<file path="config.mk">
export PLATFORM = sky130hd
export DESIGN_NAME = mandelbrot_sched
export DESIGN_NICKNAME = d
export VERILOG_FILES = /design/src/rtl/mandelbrot_sched.sv
export SDC_FILE = /design/constraint.sdc
export NUM_CORES = 1
export LEC_CHECK = 0
export ABC_AREA = 1
export BUFFER_PORTS_ARGS = -buffer_cell sky130_fd_sc_hd__buf_2
export CAP_MARGIN = 10
export CORE_MARGIN = 2
export CORE_UTILIZATION = 32
export DETAILED_ROUTE_END_ITERATION = 10
export PLACE_DENSITY = 0.57
export SKIP_CTS_REPAIR_TIMING = 1
export SLEW_MARGIN = 20
export SYNTH_ARGS = -nofsm -noshare
export SYNTH_HDL_FRONTEND = slang
export SYNTH_SLANG_ARGS = --single-unit
</file>
<file path="constraint.sdc">
create_clock -name clk -period 2.5 [get_ports clk]
set_clock_uncertainty 0.2 [all_clocks]
set_input_delay 0.5 -clock clk [delete_from_list [all_inputs] [get_ports clk]]
set_output_delay 0.5 -clock clk [all_outputs]
set_load 0.02 [all_outputs]
</file>
<file path="src/rtl/mandelbrot_sched.sv">
// mandelbrot_sched -- pixel scheduler between a Mandelbrot iteration engine
// and a display-side pixel stream.
//
// A frame starts on `start` in IDLE. Pixels are issued to the engine one at a
// time (eng_run pulse). Each iteration result {eng_finished, eng_ctr} is
// captured into a small FIFO. That FIFO feeds the valid/ready pixel stream.
// The engine flags the last pixel of a frame with eng_finished. The frame
// ends (frame_done pulse) once the FIFO has drained.
//
// Optional feature, macro MANDELBROT_AUTOZOOM_EN:
//   When the frame ends, the offsets advance by cfg_pan_r/cfg_pan_i.
//   If auto_run=1, the next frame starts without a `start` request.
//
// Ports
//   clk, rst_n            clock, synchronous active-low reset
//   start, hold           frame request (IDLE only), issue throttle
//   cfg_cr, cfg_ci        base offsets, latched on accepted start
//   cr_offset, ci_offset  registered offsets driven to the engine
//   eng_reset, eng_run    engine reset (= !rst_n), one-cycle pixel start
//   eng_running, eng_finished, eng_ctr   engine status / result
//   pix_valid/ready/data/last            pixel stream
//   busy, frame_done, fifo_level         status
module mandelbrot_sched #(
    parameter int BITWIDTH   = 10,
    parameter int FIFO_DEPTH = 4
) (
    input  logic                          clk,
    input  logic                          rst_n,
    input  logic                          start,
    input  logic                          hold,
    input  logic [BITWIDTH-1:0]           cfg_cr,
    input  logic [BITWIDTH-1:0]           cfg_ci,
`ifdef MANDELBROT_AUTOZOOM_EN
    input  logic [BITWIDTH-1:0]           cfg_pan_r,
    input  logic [BITWIDTH-1:0]           cfg_pan_i,
    input  logic                          auto_run,
`endif
    output logic [BITWIDTH-1:0]           cr_offset,
    output logic [BITWIDTH-1:0]           ci_offset,
    output logic                          eng_reset,
    output logic                          eng_run,
    input  logic                          eng_running,
    input  logic                          eng_finished,
    input  logic [3:0]                    eng_ctr,
    output logic                          pix_valid,
    input  logic                          pix_ready,
    output logic [3:0]                    pix_data,
    output logic                          pix_last,
    output logic                          busy,
    output logic                          frame_done,
    output logic [$clog2(FIFO_DEPTH):0]   fifo_level
);

    localparam int AW = $clog2(FIFO_DEPTH);
    localparam logic [AW:0] FULL_LVL = (AW+1)'(FIFO_DEPTH);

    typedef enum logic [2:0] {
        S_IDLE, S_ISSUE, S_ARM, S_WAIT, S_CAPTURE, S_DRAIN
    } state_t;

    state_t state, state_n;

    logic [4:0]    mem [FIFO_DEPTH];
    logic [AW-1:0] wptr, rptr;
    logic [AW:0]   count;
    logic          push, pop;

    assign eng_reset  = !rst_n;
    assign busy       = (state != S_IDLE);
    assign fifo_level = count;
    assign pix_valid  = (count != '0);
    assign pix_data   = mem[rptr][3:0];
    assign pix_last   = mem[rptr][4];
    assign push       = (state == S_CAPTURE);
    assign pop        = pix_valid && pix_ready;

    always_ff @(posedge clk) begin
        if (!rst_n) state <= S_IDLE;
        else        state <= state_n;
    end

    always_comb begin
        state_n    = state;
        eng_run    = 1'b0;
        frame_done = 1'b0;
        case (state)
            S_IDLE:    if (start) state_n = S_ISSUE;
            // The fullness check here is what keeps CAPTURE from pushing
            // into a full FIFO: with one pixel outstanding, a free slot at
            // issue time is still free at capture time.
            S_ISSUE:   if (!hold && (count != FULL_LVL)) begin
                           eng_run = 1'b1;
                           state_n = S_ARM;
                       end
            S_ARM:     if (eng_running) state_n = S_WAIT;
            S_WAIT:    if (!eng_running) state_n = S_CAPTURE;
            S_CAPTURE: state_n = eng_finished ? S_DRAIN : S_ISSUE;
            S_DRAIN:   if (count == '0) begin
                           frame_done = 1'b1;
`ifdef MANDELBROT_AUTOZOOM_EN
                           state_n = auto_run ? S_ISSUE : S_IDLE;
`else
                           state_n = S_IDLE;
`endif
                       end
            default:   state_n = S_IDLE;
        endcase
    end

    always_ff @(posedge clk) begin
        if (!rst_n) begin
            cr_offset <= '0;
            ci_offset <= '0;
        end else if (state == S_IDLE && start) begin
            cr_offset <= cfg_cr;
            ci_offset <= cfg_ci;
        end
`ifdef MANDELBROT_AUTOZOOM_EN
        else if (frame_done) begin
            cr_offset <= cr_offset + cfg_pan_r;
            ci_offset <= ci_offset + cfg_pan_i;
        end
`endif
    end

    // Storage needs no reset; the pointers and count define what is valid.
    always_ff @(posedge clk) begin
        if (push) mem[wptr] <= {eng_finished, eng_ctr};
    end

    // Pointers wrap naturally because FIFO_DEPTH is a power of two.
    always_ff @(posedge clk) begin
        if (!rst_n) begin
            wptr  <= '0;
            rptr  <= '0;
            count <= '0;
        end else begin
            if (push) wptr <= wptr + 1'b1;
            if (pop)  rptr <= rptr + 1'b1;
            if (push && !pop)      count <= count + 1'b1;
            else if (pop && !push) count <= count - 1'b1;
        end
    end

endmodule

</file>
==> flow_summary_export.csv <==
group,metric,value,unit
timing,relSlewSlack,64.24,%
routing,top_layer,"met4",
finish,final_area,2665,sq um
finish,final_util,39.89,%
logic_synthesis,yosysSeqAreaShare,57.14,%
routing,vias,1782,
grt,grt_overflow,0,
routing,dr.pass1.iters,5,
clocking,numCtsBuffers,5,
routing,drt_iter0_markers,71,
power,power,2.825,mW
timing,rsz0062_at_grt,"no",
grt,grt_usage,12.65,%
run_status,status,"completed",
timing,period_share,85.65,%
grt,antenna_found_initial,0,
timing,min_period,2.141,ns
finish,finish.net_count,339,
setup_path,crit_chain,"inv_2 -> nor2_4 -> ha_1 -> inv_1 -> fa_1 -> a21oi_1 -> o21ai_0 -> o21ai_0 -> a21oi_1",
routing,routed_wl,4.665,mm
setup_path,path_buf_inv,2,
place,finalWeightedCongestion,0.7450,
finish,fin_cells,383,
power,ir_worst_vdd,524.4,uV
logic_synthesis,yosysWarnings,0,
timing,fmax,467.0,MHz
setup_path,crit_required,2.49,ns
place,dp.cells,375,
routing,met3_length,265,um
place,port_buffers,63,
logic_synthesis,synthTopCellsByArea,"dfxtp_1, edfxtp_1, a21oi_1, nand2_1, nand3_1",
setup_path,rr_worst_depth,9,
finish,area_delta_synth_final,22.70,%
setup_path,cp-start-kind,"flip-flop",
setup_path,crit-reg2reg-launch,"state[2]",
clocking,clock_path_buffers,2,
finish,layout_common_cells,"buf_2, nand2_1, dfxtp_1",
routing,via_per_inst,4.653,
power,switching_share,39.96,%
logic_synthesis,synth_top_area_cell,"dfxtp_1",
setup_path,crit_fanout,7,
setup_path,reg2reg_slack,0.36,ns
clocking,clkSlewWorstSetupHoldPaths,0.10,ns
finish,insertedDiodeCount,0,
setup_path,rr_endpoint,"fifo_level[2]",
place,place_ws,0.4024,ns
routing,drtAntennaViolNets,0,
power,p_int,1.696,mW
grt,grt_pass1_wl,7.555,mm
min_path,holdCritStartpoint,"eng_ctr[3]",
power,power_frac_seq,40.2,%
timing,fin_ws,0.3589,ns
setup_path,end_kind,"flip-flop",
routing,wl_met1,2.222,mm
routing,routedWlPerCell,12.18,um
logic_synthesis,synthesis.area,2172,sq um
clocking,cts_tree,"yes",
setup_path,cpPeakStageDelay,0.49,ns
min_path,whs_path_depth,1,
timing,tns,0,ns
power,comb_power_share,39.6,%
setup_path,slowest_stage,"dfxtp_1",
finish,final_common_cell,"buf_2",
timing,setup-violations-final,0,
grt,grt_pass1_vias,1661,
timing,worst_pin_slew,0.5344,ns
finish,drive_above_1_share,26.73,%
logic_synthesis,synthesis.nets,275,
power,powerDensity,1060,nW/um^2
setup_path,crit_family,"adder cells",
clocking,clock_latency,0.30,ns
floorplan,initial_core_util,32.51,%
routing,wl_met2,2.138,mm
place,place_area,2554,sq um
logic_synthesis,syn_inst,238,
power,power.switching,1.129,mW
clocking,cts_root_buffer,"clkbuf_8",
timing,hold_viol,0,
floorplan,row_count,30,
run,maxCapViolCount,0,
setup_path,crit_type,"flip-flop to flip-flop",
floorplan,die_area,7462,sq um
floorplan,die_y,86.39,um
floorplan,io_pins,64,
min_path,min_to,"mem[3][3]",
logic_synthesis,yosys.cell_types.count,26,
floorplan,core_area,6681,sq um
place,dp_hpwl,3.290,mm
routing,drc,0,
clocking,cts.sinks,52,
grt,grt_max_degree,23,
floorplan,fp.dieW,86.39,um
power,p_leak,1.156,nW
logic_synthesis,avgSynthCellArea,9.126,sq um
timing,worst_hold_slack,0.2115,ns
logic_synthesis,ys_seq_elements,52,
clocking,h-tree-depth,2,
finish,n_fill_cell,709,
power,p_clk_share,20.2,%
logic_synthesis,yosys.area.top_type_share,29.49,%
timing,slew_viol_final,0,
min_path,hold_class,"primary input to flip-flop",
setup_path,cp.arrival,2.13,ns
[how the worst max path moves through the flow]
stage | depth (start not counted) | start | to
6_report | 9 | state[2] | fifo_level[2]
2_1_floorplan | 10 | fifo_level[1] | fifo_level[2]
3_3_place_gp | 9 | state[2] | fifo_level[2]
3_5_place_dp | 9 | state[2] | fifo_level[2]
5_1_grt | 10 | fifo_level[0] | fifo_level[2]
4_1_cts | 3 | state[2] | frame_done
[cell usage after synthesis]
cell,count
a21oi_1,28
buf_4,2
buf_6,2
clkbuf_1,5
clkinv_1,1
dfxtp_1,32
edfxtp_1,20
fa_1,1
ha_1,5
inv_1,23
inv_2,3
nand2_1,34
nand2_2,1
nand3_1,25
nand3_2,1
nand3b_1,1
nand4_1,2
nor2_1,20
nor2_2,1
nor2_4,2
nor3_1,1
nor4_1,2
o21ai_0,19
o21ai_1,1
o22ai_1,5
xor2_1,1
[area by class of cell]
| cell class | instances | area (sq um) | share of cell area (%) |
|---|---|---|---|
| sequential | 52 | 1241 | 46.57 |
| tap | 80 | 100.1 | 3.756 |
| clock buffer | 5 | 68.82 | 2.582 |
| clock inverter | 3 | 42.54 | 1.596 |
| timing repair buffer | 66 | 337.8 | 12.68 |
| inverter | 27 | 101.3 | 3.803 |
| multi-input combinational | 150 | 773.2 | 29.01 |
[metal layers]
| layer | GRT usage, % | vias to the layer above |
|---|---|---|
| met5 | 0 | - |
| met2 | 20.00 | 49 |
| li1 | - | 928 |
| met4 | 4.830 | 0 |
| met1 | 16.69 | 800 |
| met3 | 3.238 | 5 |
[worst register-to-register path, cell delays in order, from the launching register on]
cell and delay (ns):
dfxtp_1 0.49, inv_2 0.12, nor2_4 0.14, ha_1 0.15
inv_1 0.06, fa_1 0.38, a21oi_1 0.16, o21ai_0 0.12
o21ai_0 0.16, a21oi_1 0.05
[cells by family (layout without fill, tap and decap cells)]
kind of cell / Yosys count / in the layout / share of synthesized area, %
buf+inv: 36 / 101 / 7.258
fa+ha+maj: 6 / 6 / 3.802
xor+xnor: 1 / 1 / 0.4033
simple gates: 90 / 90 / 18.89
compound gates: 53 / 53 / 12.50
flops: 52 / 52 / 57.14
[state kept, by name, summed over array words and instances, names as in the netlist, named ones only]
signal / count
ci_offset: 10
cr_offset: 10
fifo_level: 3
mem: 20
rptr: 2
state: 3
wptr: 2
[power groups by stage]
stage	clock network [mW]	logic [mW]	registers, mW
floorplan	0	0.757	1.24
global placement	0	1.13	1.15
detailed placement	0	1.13	1.16
CTS	0.592	1.13	1.14
global route	0.617	1.26	1.16
finish	0.570	1.12	1.14
Note: power is estimated with default switching activity, not from simulation.
